--- src/rtl/exp_shift_add.sv ---
// rtl/exp_shift_add.sv - iterative shift-and-add e^x engine with overflow saturation
module exp_shift_add #(
  parameter  int INT_W     = 4,
  parameter  int FRAC_W    = 11,
  parameter  int OUT_INT_W = 16,
  parameter  int N_FRA     = 10,
  localparam int X_W       = INT_W + FRAC_W,
  localparam int Y_W       = OUT_INT_W + FRAC_W
) (
  input  logic           clk,
  input  logic           rst_n,
  input  logic           start,
  input  logic [X_W-1:0] x,
  output logic           busy,
  output logic           done,
  output logic [Y_W-1:0] y,
  output logic [X_W-1:0] r,
  output logic           ovf
);

  localparam int SB = $clog2(OUT_INT_W);
  localparam int JW = (SB > 1) ? $clog2(SB) : 1;
  localparam int IW = $clog2(N_FRA + 1);

  function automatic int ci_val(input int j);
    real v;
    v = 0.6931471805599453;
    for (int k = 0; k < j + FRAC_W; k++) v = v * 2.0;
    return $rtoi(v);
  endfunction

  // ln(1+t) by its alternating series; t <= 0.5 so 80 terms is far below 1 LSB
  function automatic int cf_val(input int i);
    real t, p, s, sc;
    t = 1.0;
    for (int k = 0; k < i; k++) t = t / 2.0;
    sc = 1.0;
    for (int k = 0; k < FRAC_W; k++) sc = sc * 2.0;
    p = t;
    s = 0.0;
    for (int n = 1; n <= 80; n++) begin
      if (n % 2 == 1) s = s + p / $itor(n);
      else            s = s - p / $itor(n);
      p = p * t;
    end
    return $rtoi(s * sc);
  endfunction

  logic [X_W-1:0] ci_tab [2**JW];
  logic [X_W-1:0] cf_tab [2**IW];

  for (genvar g = 0; g < 2**JW; g++) begin : g_ci
    assign ci_tab[g] = (g < SB) ? X_W'(ci_val(g)) : '0;
  end

  for (genvar g = 0; g < 2**IW; g++) begin : g_cf
    assign cf_tab[g] = (g >= 1 && g <= N_FRA) ? X_W'(cf_val(g)) : '0;
  end

  typedef enum logic [1:0] {S_IDLE, S_INT, S_FRA, S_DONE} state_t;

  state_t         state_q, state_d;
  logic [JW-1:0]  j_q, j_d;
  logic [IW-1:0]  i_q, i_d;
  logic [X_W-1:0] r_q, r_d, r_step;
  logic [Y_W-1:0] y_q, y_d;
  logic           ovf_q, ovf_d;

  always_ff @(posedge clk) begin
    if (!rst_n) begin
      state_q <= S_IDLE;
      j_q     <= '0;
      i_q     <= '0;
      r_q     <= '0;
      y_q     <= '0;
      ovf_q   <= 1'b0;
    end else begin
      state_q <= state_d;
      j_q     <= j_d;
      i_q     <= i_d;
      r_q     <= r_d;
      y_q     <= y_d;
      ovf_q   <= ovf_d;
    end
  end

  always_comb begin
    state_d = state_q;
    j_d     = j_q;
    i_d     = i_q;
    r_d     = r_q;
    y_d     = y_q;
    ovf_d   = ovf_q;
    r_step  = r_q;
    case (state_q)
      S_IDLE, S_DONE: begin
        if (start) begin
          r_d     = x;
          y_d     = Y_W'(1) << FRAC_W;
          ovf_d   = 1'b0;
          j_d     = JW'(SB - 1);
          i_d     = IW'(1);
          state_d = S_INT;
        end else if (state_q == S_DONE) begin
          state_d = S_IDLE;
        end
      end
      S_INT: begin
        if (r_q >= ci_tab[j_q]) begin
          r_step = r_q - ci_tab[j_q];
          y_d    = y_q << (32'd1 << j_q);
        end
        r_d = r_step;
        // a residual still >= ln2 after the last step means e^x exceeds Y_W bits
        if (j_q == JW'(0)) begin
          if (r_step >= ci_tab[JW'(0)]) begin
            ovf_d   = 1'b1;
            y_d     = '1;
            state_d = S_DONE;
          end else begin
            i_d     = IW'(1);
            state_d = S_FRA;
          end
        end else begin
          j_d = j_q - 1'b1;
        end
      end
      S_FRA: begin
        if (r_q >= cf_tab[i_q]) begin
          r_d = r_q - cf_tab[i_q];
          y_d = y_q + (y_q >> i_q);
        end
        if (i_q == IW'(N_FRA)) state_d = S_DONE;
        else                   i_d = i_q + 1'b1;
      end
      default: state_d = S_IDLE;
    endcase
  end

  assign busy = (state_q == S_INT) || (state_q == S_FRA);
  assign done = (state_q == S_DONE);
  assign y    = y_q;
  assign r    = r_q;
  assign ovf  = ovf_q;

endmodule

--- config.mk ---
export PLATFORM = sky130hd
export DESIGN_NAME = exp_shift_add
export DESIGN_NICKNAME = d
export VERILOG_FILES = /design/src/rtl/exp_shift_add.sv
export SDC_FILE = /design/constraint.sdc
export NUM_CORES = 1
export LEC_CHECK = 0
export ABC_AREA = 1
export CORE_MARGIN = 2
export CORE_UTILIZATION = 65
export DETAILED_ROUTE_END_ITERATION = 10
export PLACE_DENSITY = 0.95
export SLEW_MARGIN = 20
export SYNTH_ARGS = -nofsm -noshare
export SYNTH_HDL_FRONTEND = slang
export SYNTH_SLANG_ARGS = --single-unit
--- constraint.sdc ---
create_clock -name clk -period 7.8 [get_ports clk]
set_input_delay 1.17 -clock clk [delete_from_list [all_inputs] [get_ports clk]]
set_output_delay 1.17 -clock clk [all_outputs]
set_load 0.05 [all_outputs]
==> results of run 1 <==
[tightest hold or removal path, stage by stage (launching register included)]
cell	delay, ns
sky130_fd_sc_hd__dfxtp_1	0.34
sky130_fd_sc_hd__nand2_1	0.07
sky130_fd_sc_hd__a21oi_1	0.05
[state kept, by name, indices dropped and copies added, names as in the netlist]
signal	count
y	27
state_q	2
j_q	2
r	15
ovf	1
i_q	4
[worst max path at each step]
stage                start  endpoint  cells after the start
floorplan           i_q[0]     y[19]                     21
CTS                 j_q[1]     y[16]                     22
global route        j_q[1]     y[17]                     22
finish              j_q[1]     y[20]                     22
detailed placement  j_q[1]     y[16]                     22
global placement    j_q[1]     y[10]                     21
[synth_stat cells (4+ instances only)]
library cell	instances
sky130_fd_sc_hd__nand2_1	464
sky130_fd_sc_hd__a31oi_1	12
sky130_fd_sc_hd__inv_2	5
sky130_fd_sc_hd__ha_1	64
sky130_fd_sc_hd__o21ai_0	177
sky130_fd_sc_hd__nor3_1	12
sky130_fd_sc_hd__a21oi_1	104
sky130_fd_sc_hd__a21o_1	6
sky130_fd_sc_hd__or2_2	10
sky130_fd_sc_hd__nand3_1	65
sky130_fd_sc_hd__a21oi_2	18
sky130_fd_sc_hd__a211oi_1	14
sky130_fd_sc_hd__nor2_2	4
sky130_fd_sc_hd__buf_2	5
sky130_fd_sc_hd__o211ai_1	33
sky130_fd_sc_hd__clkbuf_1	55
sky130_fd_sc_hd__dfxtp_1	51
sky130_fd_sc_hd__o21a_1	5
sky130_fd_sc_hd__buf_1	5
sky130_fd_sc_hd__o221ai_1	4
sky130_fd_sc_hd__xor2_1	8
sky130_fd_sc_hd__inv_1	127
sky130_fd_sc_hd__mux2i_1	39
sky130_fd_sc_hd__nand2_2	19
sky130_fd_sc_hd__nor2_1	96
sky130_fd_sc_hd__clkinv_1	4
[power breakdown]
part / internal, W / switching [W]
logic: 0.00112 / 0.00253
registers: 0.000338 / 0.000210
clock network: 0.000122 / 0.000124
[logic make-up after synthesis]
family                   synth area share
flip-flops                          0.123
AND/OR/NAND/NOR                     0.342
buffers and inverters              0.0986
multiplexers                       0.0471
XOR/XNOR                           0.0106
adder cells (fa/ha/maj)             0.104
AO/OA/AOI/OAI                       0.274
[through the flow]
| stage | util | power [W] | hold slack [ns] | instance area (µm²) |
|---|---|---|---|---|
| CTS | 0.722 | 0.00430 | 0.514 | 9030 |
| global route | 0.722 | 0.00477 | 0.536 | 9030 |
| floorplan | - | 0.00317 | 0.473 | 8280 |
| detailed placement | 0.710 | 0.00404 | 0.501 | 8890 |
| finish | 0.722 | 0.00444 | 0.507 | 9030 |
| global placement | 0.710 | 0.00399 | 0.492 | 8890 |
[per-layer routing]
| metal | vias up | global-route usage | wire [µm] |
|---|---|---|---|
| met5 | - | 0 | 0 |
| met4 | 0 | 0.151 | 1040 |
| met1 | 4587 | 0.636 | 12700 |
| met3 | 101 | 0.0958 | 4000 |
| li1 | 4897 | - | - |
| met2 | 725 | 0.617 | 12100 |
[final cells by class]
class	instances	area share
Tap cell	172	0.0238
Inverter	136	0.0565
Timing Repair Buffer	71	0.0762
Clock inverter	3	0.00249
Multi-Input combinational cell	1196	0.714
Clock buffer	5	0.0139
Sequential cell	51	0.113
==> reports/metrics.yaml, run 1 <==
drt:
  vias_per_cell: 6.31
  drt-wirelength-per-cell_um: 18.3
  final_antenna_net_count: 0
  drt_pre_antenna_iters: 9
  vias: 10300
  iter_0_drt_violations: 1600
  detail_route.drc_violations: 0
  routed_wirelength_mm: 29.9
layout:
  layoutNonFillerInstCount: 1634
  sequential_cell_area_um2: 1020
  post_route_cells_drive_above_1_share: 0.0575
  layout.cells.most_common: "sky130_fd_sc_hd__nand2_1"
  mostFrequentLayoutCells: "sky130_fd_sc_hd__nand2_1, sky130_fd_sc_hd__o21ai_0, sky130_fd_sc_hd__inv_1, sky130_fd_sc_hd__a21oi_1, sky130_fd_sc_hd__nor2_1"
  final_nets: 1546
  layout-area-overhead-vs-synth_pct: 9.05
  multiInputGateArea_um2: 6450
  number_of_fillers_in_the_final_layout: 1208
  n_antenna_cell: 0
global_routing:
  gr-usage-all-layers: 0.432
  grt_start_max_net_pins: 68
  grt_first_pass_wirelength_mm: 45.9
  antenna_found_initial: 0
  number_of_global_route_vias_before_repair: 8633
  grt_overflow_total: 0
sta:
  finalWorstSetupSlack_ns: 2.11
  timing.final.hold_violations: 0
  rsz0062_at_grt: "false"
  clock.fmax_mhz: 176
  tightest_slew_ns: 1.19
  final.setup.tns_ns: 0
  finalCritPeriodShare: 0.730
  finalMaxSlewViolations: 0
  skew_ns: 0.0125
  rel_slew_slack: 0.206
  final-setup-viol-count: 0
  post-route-min-period_ns: 5.69
die:
  die_area_um2: 13700
  placement_rows: 41
  initial_utilization: 0.662
  die_w_um: 117
  design.portCount: 63
  core_area_um2: 12500
  die-height_um: 117
pwr:
  standby_leakage_power_nw: 4.09
  ir_drop_uv: 368
  power.density_cell_area_nw_per_um2: 492
synth:
  synth.top_cells.by_area: "sky130_fd_sc_hd__nand2_1, sky130_fd_sc_hd__dfxtp_1, sky130_fd_sc_hd__o21ai_0"
  netlist-cell-type-count: 52
  post_synthesis_cell_area_um2: 8280
  synth.yosys.warnings: 0
  synth.ff_latch_count: 51
  synthDominantCellAreaShare: 0.210
  synth.net_count: 1538
  synth-edff-count: 0
  avgSynthCellArea_um2: 5.70
  synthDominantAreaCellType: "sky130_fd_sc_hd__nand2_1"
  synth_cells: 1453
  synth-main-ff-cell: "sky130_fd_sc_hd__dfxtp_1"
  ys_seq_area_frac: 0.123
  ys_async_sr_fraction: 0
setup_path:
  critical_path.top_delay_family: "simple AND/OR/NAND/NOR gates"
  critPathMaxStageDelay_ns: 0.94
  worstPathCellList: "ha_1 -> clkinv_1 -> ha_1 -> nand2_1 -> inv_1 -> a21oi_1 -> nand2_2 -> nand2_2 -> nand3_4 -> inv_2 -> nand2_1 -> o21ai_0 -> nand2_1 -> nor2_1 -> nand2_1 -> nand2_2 -> nand2_4 -> nand2_1 -> nand2_1 -> nand2_1 -> nand2_1 -> a21oi_1"
  critical_path_cell_with_the_highest_stage_delay: "sky130_fd_sc_hd__clkinv_1"
  capturing_element_type_of_the_critical_path: "flip-flop"
  worst-path-buf-inv: 3
  critical_path_required_ns: 8.03
  register_to_register_path_depth: 22
  reg2reg_slack_ns: 2.11
  cp_common_cell: "sky130_fd_sc_hd__nand2_1"
  cp.arrival_ns: 5.93
  crit-reg2reg-capture: "y[20]"
  critPathLaunchType: "flip-flop"
  worst-path-max-fanout: 67
  critPathKind: "reg -> reg"
  r2r_start: "j_q[1]"
placement:
  preCtsSetupSlack_ns: 2.35
  hpwlAfterDp_mm: 22.5
  portBuffers: 62
  finalWeightedCongestion: 1.02
  dpl.cell_count: 1626
hold_path:
  hp-start: "state_q[1]"
  worstHoldPathCells: 2
  timing.hold.worst_endpoint: "state_q[1]"
  hold_path_class: "reg -> reg"
cts:
  clkSlewWorstSetupHoldPaths_ns: 0.09
  cts-hold-fix-buffers: 0
  postCtsSetupRepairBufs: 0
  cts-buffers-inserted: 5
  clkLatencyLatePin_ns: 0.32
  ctsRootBufferMaster: "sky130_fd_sc_hd__clkbuf_16"
  ctsLongestPathBuffers: 2
  cts_num_sinks: 51
  tritoncts: "yes"
  ctsHtreeMaxLevel: 2
  cts-resized-gates: 0
status:
  run_status: "completed"
flow_run:
  max-cap-violations: 0
No activity file was read; power rests on OpenSTA's default activity.
==> run 2: changes to the inputs <==
--- a/config.mk
+++ b/config.mk
@@ -7,9 +7,9 @@
 export LEC_CHECK = 0
 export ABC_AREA = 1
 export CORE_MARGIN = 2
-export CORE_UTILIZATION = 65
+export CORE_UTILIZATION = 55
 export DETAILED_ROUTE_END_ITERATION = 10
-export PLACE_DENSITY = 0.95
+export PLACE_DENSITY = 0.87
 export SLEW_MARGIN = 20
 export SYNTH_ARGS = -nofsm -noshare
 export SYNTH_HDL_FRONTEND = slang
==> constraint.sdc (replaced) <==
create_clock -name clk -period 4.6 [get_ports clk]
set_input_delay 0.69 -clock clk [delete_from_list [all_inputs] [get_ports clk]]
set_output_delay 0.69 -clock clk [all_outputs]
set_load 0.05 [all_outputs]
==> run 2 against run 1 <==
Flip-flop and latch count did not move. Core utilization fell by 9.2 points. Final cell count rose by 2.0%. Highest routed layer unchanged.
==> reports/metrics.yaml, run 2 (synthesis gave the netlist of run 1 again) <==
status:
  run_status: "completed"
setup_path:
  critPathKind: "reg -> reg"
  cp.arrival_ns: 4.39  # -1.54 ns
  worst-path-max-fanout: 60  # -10%
  critPathLaunchType: "flip-flop"
  capturing_element_type_of_the_critical_path: "flip-flop"
  critical_path_required_ns: 4.84  # -3.19 ns
cts:
  cts-buffers-inserted: 5  # unchanged
  postCtsSetupRepairBufs: 0  # unchanged
  tritoncts: "yes"
  ctsHtreeMaxLevel: 2  # unchanged
  ctsRootBufferMaster: "sky130_fd_sc_hd__clkbuf_16"
  cts-hold-fix-buffers: 0  # unchanged
  clkSlewWorstSetupHoldPaths_ns: 0.08  # about the same
  cts-resized-gates: 0  # unchanged
  cts_num_sinks: 51  # unchanged
  clkLatencyLatePin_ns: 0.32  # about the same
  ctsLongestPathBuffers: 2  # unchanged
placement:
  hpwlAfterDp_mm: 23.1  # +2.9%
  finalWeightedCongestion: 0.991  # -2.8%
  dpl.cell_count: 1658  # +2.0%
  preCtsSetupSlack_ns: 0.592  # -1.76 ns
  detailed_place.area_um2: 9050  # +1.9%
  portBuffers: 62  # unchanged
die:
  initial_utilization: 0.566  # -0.0961
  placement_rows: 44  # +7.3%
  die-height_um: 127  # +8.4%
  die_w_um: 127  # +8.4%
  design.portCount: 63  # unchanged
  core_area_um2: 14600  # +17%
  die_area_um2: 16100  # +18%
drt:
  drt-wirelength-per-cell_um: 18.0  # -1.9%
  final_antenna_net_count: 0  # unchanged
  vias: 10100  # -1.6%
  routed_wirelength_mm: 29.9  # about the same
  detail_route.drc_violations: 0  # unchanged
  vias_per_cell: 6.09  # -3.5%
  drt_pre_antenna_iters: 6  # -3
  iter_0_drt_violations: 1333  # -17%
layout:
  final_nets: 1566  # +1.3%
  number_of_fillers_in_the_final_layout: 1458  # +21%
  layout.cells.most_common: "sky130_fd_sc_hd__nand2_1"
  cell_area_after_layout_um2: 9220  # +2.0%
  layoutNonFillerInstCount: 1666  # +2.0%
  largest_register_ff_count: 27  # unchanged
  multiInputGateArea_um2: 6450  # unchanged
  mostFrequentLayoutCells: "sky130_fd_sc_hd__nand2_1, sky130_fd_sc_hd__o21ai_0, sky130_fd_sc_hd__inv_1, sky130_fd_sc_hd__a21oi_1, sky130_fd_sc_hd__nor2_1"
  layout-area-overhead-vs-synth_pct: 11.3
  post_route_cells_drive_above_1_share: 0.0695  # +0.0120
  sequential_cell_area_um2: 1020  # unchanged
  n_antenna_cell: 0  # unchanged
sta:
  finalCritPeriodShare: 0.902  # +0.172
  timing.final.hold_violations: 0  # unchanged
  finalWorstSetupSlack_ns: 0.450  # -1.66 ns
  tightest_slew_ns: 1.13  # -0.0622 ns
  rsz0062_at_grt: "false"
  final.setup.tns_ns: 0  # unchanged
  finalMaxSlewViolations: 0  # unchanged
  clock.fmax_mhz: 241  # +37%
  skew_ns: 0.00855  # -0.00392 ns
  post-route-min-period_ns: 4.15  # -1.54 ns
  final-setup-viol-count: 0  # unchanged
  rel_slew_slack: 0.248  # +0.0415
pwr:
  power.density_cell_area_nw_per_um2: 830  # +69%
  standby_leakage_power_nw: 4.20  # +2.6%
  fin_total_pwr_w: 0.00765  # +72%
  ir_drop_uv: 581  # +58%
hold_path:
  hold_path_class: "reg -> reg"
global_routing:
  grt_first_pass_wirelength_mm: 47.7  # +3.8%
  gr-usage-all-layers: 0.371  # -0.0614
  number_of_global_route_vias_before_repair: 8964  # +3.8%
  antenna_found_initial: 0  # unchanged
  grt_start_max_net_pins: 61  # -10%
  grt_overflow_total: 0  # unchanged
flow_run:
  max-cap-violations: 0  # unchanged
[run 2: final timing paths]
| kind | startpoint | to | slack (ns) | depth (start not counted) |
|---|---|---|---|---|
| worst max-delay path | j_q[1] | y[24] | 0.45 | 25 |
| worst min-delay path | i_q[3] | i_q[3] | 0.49 | 2 |
| worst max register to register | j_q[1] | y[24] | 0.45 | 25 |
| worst min register to register | i_q[3] | i_q[3] | 0.49 | 2 |
[run 2: critical path: stages, from the launching register on]
cell and delay [ns]:
sky130_fd_sc_hd__dfxtp_1 0.46, sky130_fd_sc_hd__inv_1 0.15, sky130_fd_sc_hd__ha_2 0.21, sky130_fd_sc_hd__buf_4 0.22, sky130_fd_sc_hd__ha_1 0.40, sky130_fd_sc_hd__nand2_1 0.07
sky130_fd_sc_hd__nor2_1 0.14, sky130_fd_sc_hd__nand2_1 0.09, sky130_fd_sc_hd__nor2_1 0.19, sky130_fd_sc_hd__a21oi_2 0.10, sky130_fd_sc_hd__nand3_4 0.14, sky130_fd_sc_hd__buf_4 0.47
sky130_fd_sc_hd__nand2_1 0.12, sky130_fd_sc_hd__nand2_1 0.14, sky130_fd_sc_hd__nand2_1 0.07, sky130_fd_sc_hd__nand2_1 0.05, sky130_fd_sc_hd__nand2_1 0.05, sky130_fd_sc_hd__nand2_1 0.06
sky130_fd_sc_hd__nand2_1 0.06, sky130_fd_sc_hd__nand2_2 0.09, sky130_fd_sc_hd__nand2_4 0.25, sky130_fd_sc_hd__nand2_2 0.12, sky130_fd_sc_hd__nand2_1 0.09, sky130_fd_sc_hd__nand2_1 0.11
sky130_fd_sc_hd__nand2_1 0.07, sky130_fd_sc_hd__a21oi_2 0.13
[run 2: area by class of cell]
class | count | share of cell area
Clock buffer | 6 | 0.0140
Multi-Input combinational cell | 1196 | 0.700
Sequential cell | 51 | 0.111
Timing Repair Buffer | 91 | 0.0909
Inverter | 136 | 0.0554
Tap cell | 184 | 0.0250
Clock inverter | 2 | 0.00421
[run 2: report_power, final]
part | leakage (nW) | internal, W | switching (W)
clock network | 0.0815 | 0.000260 | 0.000201
logic | 3.70 | 0.00197 | 0.00433
registers | 0.417 | 0.000574 | 0.000313
[run 2: through the flow]
step / hold slack [ns] / util
finish: 0.489 / 0.630
global route: 0.505 / 0.630
CTS: 0.490 / 0.630
detailed placement: 0.479 / 0.618
global placement: 0.469 / 0.618
floorplan: 0.473 / -
[run 2: layer usage]
layer | wire length (µm) | global-route usage | up-vias
met5 | 0 | 0 | -
li1 | - | - | 4927
met2 | 12600 | 0.553 | 642
met4 | 1010 | 0.123 | 0
met1 | 12600 | 0.529 | 4498
met3 | 3820 | 0.0810 | 76
